<file path="config.mk">
export PLATFORM = sky130hd
export DESIGN_NAME = fifo_wr_arbiter
export DESIGN_NICKNAME = d
export VERILOG_FILES = /design/src/rtl/fifo_wr_arbiter.sv
export SDC_FILE = /design/constraint.sdc
export NUM_CORES = 1
export LEC_CHECK = 0
export ABC_AREA = 1
export BUFFER_PORTS_ARGS = -buffer_cell sky130_fd_sc_hd__buf_2
export CORE_UTILIZATION = 52
export DETAILED_ROUTE_END_ITERATION = 6
export MAX_ROUTING_LAYER = met4
export PLACE_DENSITY_LB_ADDON = 0.05
export SLEW_MARGIN = 20
export SYNTH_ARGS = -nofsm -noshare
export SYNTH_HDL_FRONTEND = slang
export SYNTH_SLANG_ARGS = --single-unit
export TNS_END_PERCENT = 100
</file>
<file path="constraint.sdc">
create_clock -name clk -period 5.3 [get_ports clk]
set_input_delay 0.265 -clock clk [delete_from_list [all_inputs] [get_ports clk]]
set_output_delay 0.265 -clock clk [all_outputs]
set_load 0.005 [all_outputs]
</file>
<file path="src/rtl/fifo_wr_arbiter.sv">
// Round-robin arbiter sharing one fifo write port, with bounded bursts per owner.
// Define FIFO_ARB_STATS_EN to add the saturating stall_cnt statistics output.
module fifo_wr_arbiter #(
  parameter int NUM_REQ    = 4,
  parameter int DATA_WIDTH = 8,
  parameter int MAX_BURST  = 4
) (
  input  logic                          clk,
  input  logic                          rst,
  input  logic [NUM_REQ-1:0]            req,
  input  logic [NUM_REQ*DATA_WIDTH-1:0] wdata,
  output logic [NUM_REQ-1:0]            gnt,
  output logic                          fifo_wr_en,
  output logic [DATA_WIDTH-1:0]         fifo_data_in,
  input  logic                          fifo_full
`ifdef FIFO_ARB_STATS_EN
  ,
  output logic [15:0]                   stall_cnt
`endif
);

  // state   | meaning
  // IDLE    | no burst in progress; next grant comes from the round-robin scan
  // BURST   | owner holds the port until it drops req or uses MAX_BURST writes
  localparam int PW = (NUM_REQ > 1) ? $clog2(NUM_REQ) : 1;
  localparam int CW = $clog2(MAX_BURST + 1);
  localparam logic [PW-1:0] LAST_IDX = PW'(NUM_REQ - 1);
  localparam logic [CW-1:0] CNT_MAX  = CW'(MAX_BURST);

  typedef enum logic {IDLE, BURST} state_t;

  state_t        state;
  logic [PW-1:0] rr_ptr;
  logic [PW-1:0] owner;
  logic [CW-1:0] burst_cnt;

  logic          cont;
  logic          has_cand;
  logic [PW-1:0] cand;
  logic          grant;

  always_comb begin : scan
    int idx;
    idx      = 0;
    cont     = (state == BURST) && req[owner] && (burst_cnt < CNT_MAX);
    has_cand = cont;
    cand     = owner;
    if (!cont) begin
      for (int k = 0; k < NUM_REQ; k++) begin
        idx = int'(rr_ptr) + k;
        if (idx >= NUM_REQ) idx = idx - NUM_REQ;
        if (!has_cand && req[idx]) begin
          has_cand = 1'b1;
          cand     = PW'(idx);
        end
      end
    end
  end

  // rst gates the outputs directly so nothing reaches the fifo while reset is high
  assign grant        = has_cand && !fifo_full && !rst;
  assign gnt          = grant ? ({{(NUM_REQ-1){1'b0}}, 1'b1} << cand) : '0;
  assign fifo_wr_en   = grant;
  assign fifo_data_in = grant ? wdata[int'(cand)*DATA_WIDTH +: DATA_WIDTH] : '0;

  always_ff @(posedge clk or posedge rst) begin
    if (rst) begin
      state     <= IDLE;
      rr_ptr    <= '0;
      owner     <= '0;
      burst_cnt <= '0;
    end else if (grant) begin
      state <= BURST;
      if (cont) begin
        burst_cnt <= burst_cnt + CW'(1);
      end else begin
        owner     <= cand;
        burst_cnt <= CW'(1);
        rr_ptr    <= (cand == LAST_IDX) ? '0 : cand + PW'(1);
      end
    end else if (req == '0) begin
      state     <= IDLE;
      burst_cnt <= '0;
    end
    // full with a pending candidate: everything holds so the burst resumes intact
  end

`ifdef FIFO_ARB_STATS_EN
  always_ff @(posedge clk or posedge rst) begin
    if (rst) begin
      stall_cnt <= '0;
    end else if ((|req) && fifo_full && (stall_cnt != 16'hFFFF)) begin
      stall_cnt <= stall_cnt + 16'd1;
    end
  end
`endif

endmodule
</file>
==> out/qor.yml <==
grt_max_degree: 21
cap_violations: 0
wl_per_cell_um: 9.924
synth.avg_cell_area_sq_um: 6.048
setup_tns_ns: 0
remaining_drc_errors: 0
p_seq_share_pct: 10.5
netSwitchingFraction_pct: 60.90
worstSetupPathType: "reg -> out"
postCtsHoldBufs: 1
cts-resized-gates: 0
syn_nets: 255
combinationalPowerShare_pct: 85.4
clock_skew_ns: 0.002137
final_antenna_net_count: 0
clock_path_buffers: 2
grt_pass1_vias: 1163
slew_headroom_pct: 78.44
clockRootBuffer: "clkbuf_4"
setup_ws_ns: 2.426
post_cts_buffers: 0
area_delta_synth_final_pct: 21.96
report.final.slew_viol_count: 0
coreArea_sq_um: 2255
clkTransAtPathRegs_ns: 0.05
final_cell_mix: "51 x buf_2, 48 x nand2_1, 41 x inv_1, 37 x nand3_1, 14 x nand2_2"
leakagePower_nw: 0.9579
cts_sinks: 8
antenna_found_initial: 0
final_common_cell: "buf_2"
p_clk_share_pct: 4.1
first_iter_violations: 15
drive_gt1_share_pct: 32.57
die_w_um: 51.54
crit_chain: "inv_1 -> nand2_1 -> nand2_1 -> nand2_1 -> nand2_2 -> inv_2 -> nand4_4 -> nand3_2 -> nand3_4 -> nand2_4 -> inv_1 -> ha_1 -> inv_1 -> nor2_1 -> buf_2"
synth_seq_cells: 8
crit_buf_inv: 5
vias_per_cell: 4.882
diodes: 0
placedInstanceArea_sq_um: 1524
setup-violations-final: 0
synth_cell_types: 26
fin_crit_ns: 2.874
pin_count: 52
grt_usage_pct: 24.41
seq_area_frac_synth_pct: 15.69
clkLatencyLatePin_ns: 0.25
peakVddDrop_mv: 0.5225
die_h_um: 51.54
grt_pass1_wl_um: 4802
postLayoutCellArea_sq_um: 1556
p_switching_mw: 0.6838
finalCritPeriodShare_pct: 54.22
yosysWarningCount: 0
start_util_pct: 56.60
hpwl_um: 2310
nets: 307
die-area_sq_um: 2656
worstSetupEndpointType: "output port"
cp_slowest_stage_delay_ns: 0.52
start_kind: "flop"
numPortBuffers: 51
cp.required_ns: 5.04
netlist_instances: 211
wirelength_um: 2868
gp_congestion: 0.8507
p_per_area_nw_per_um2: 721.4
cp_top_family: "simple AND/OR/NAND/NOR gates"
num_rows: 17
slowest_stage: "dfrtp_1"
post-route-util_pct: 69.03
hold_violations: 0
grt.overflow.total: 0
cts_tree: "done"
dp_worst_setup_slack_ns: 2.703
holdCritPathClass: "in -> reg"
rsz0062_at_grt: "false"
vias: 1411
htreeDepth: 1
syn_area_sq_um: 1276
numCtsBuffers: 3
worstMarginPinSlew_ns: 0.3222
crit_fanout: 20
outcome: "completed"
clock.fmax_mhz: 348.0
power_mw: 1.123
intPower_mw: 0.4391
drt-pass1-iter-count: 4
cp.arrival_ns: 2.61
per-layer routing:
layer	GRT usage, %	part of all wire, %
met5	-	0
met4	7.207	0.73
met3	4.386	3.8
met2	37.23	47
met1	32.97	49
sequential cells by signal, summed over array words and instances, names as in the netlist:
| signal | count |
|---|---|
| burst_cnt | 3 |
| state | 1 |
| owner | 2 |
| rr_ptr | 2 |
cells by family after synthesis:
logic type / count (synthesis) / synth area share, %
simple gates: 127 / 54.02
flops: 8 / 15.69
fa+ha+maj: 5 / 4.902
buf+inv: 52 / 17.16
compound gates: 19 / 8.235
worst register-to-register path: cells and delay by family, from the launching register on:
kind / cells / cell delay (ns)
simple gates: 9 / 0.99
flops: 1 / 0.52
fa+ha+maj: 1 / 0.36
buf+inv: 3 / 0.34
compound gates: 1 / 0.05
metrics by stage:
stage	std cells	hold slack (ns)
finish	289	0.4724
global route	289	0.5073
CTS	289	0.4657
detailed placement	285	0.2350
global placement	285	0.2325
floorplan	211	0.08066
worst paths after layout:
| path | from | endpoint | slack, ns | cells past startpoint |
|---|---|---|---|---|
| hold / removal | fifo_full | state | 0.47 | 4 |
| setup / recovery | rr_ptr[0] | gnt[0] | 2.43 | 15 |
| setup reg to reg | rr_ptr[0] | rr_ptr[1] | 2.91 | 14 |
| max in group asynchronous | rst | burst_cnt[2] | 4.56 | 3 |
| min in group asynchronous | rst | owner[0] | 0.51 | 3 |
| hold reg to reg | burst_cnt[2] | burst_cnt[2] | 0.51 | 2 |
synthesized netlist by cell type (all sizes together):
cell type,number,area share (%)
a21oi,10,3.9
ha,5,4.9
o21bai,1,0.59
nand2,66,25
nand3b,8,4.7
or2,2,0.98
buf,4,3.0
o21ai,7,3.0
a31o,1,0.69
nand3,41,19
nor3,1,0.78
nand4,2,2.2
nor2,7,2.1
dfrtp,8,16
clkinv,1,0.29
clkbuf,1,0.29
inv,46,14
cell type report:
| cell class | instances | area, sq um |
|---|---|---|
| inverters | 47 | 176.4 |
| flip-flops and latches | 8 | 200.2 |
| well taps | 28 | 35.03 |
| clock buffers | 3 | 22.52 |
| repair buffers | 52 | 265.3 |
| multi-input cells | 151 | 857.1 |
| fillers | 228 | 698.2 |
power groups by stage:
stage / Clock [mW] / Combinational [mW] / Sequential (mW)
after CTS: 0.0493 / 0.962 / 0.117
after floorplan: 0 / 0.815 / 0.105
after global routing: 0.0510 / 1.10 / 0.122
after detailed placement: 0 / 0.957 / 0.118
final: 0.0466 / 0.959 / 0.118
after global placement: 0 / 0.951 / 0.118
Power figures use the tool's default switching activity.
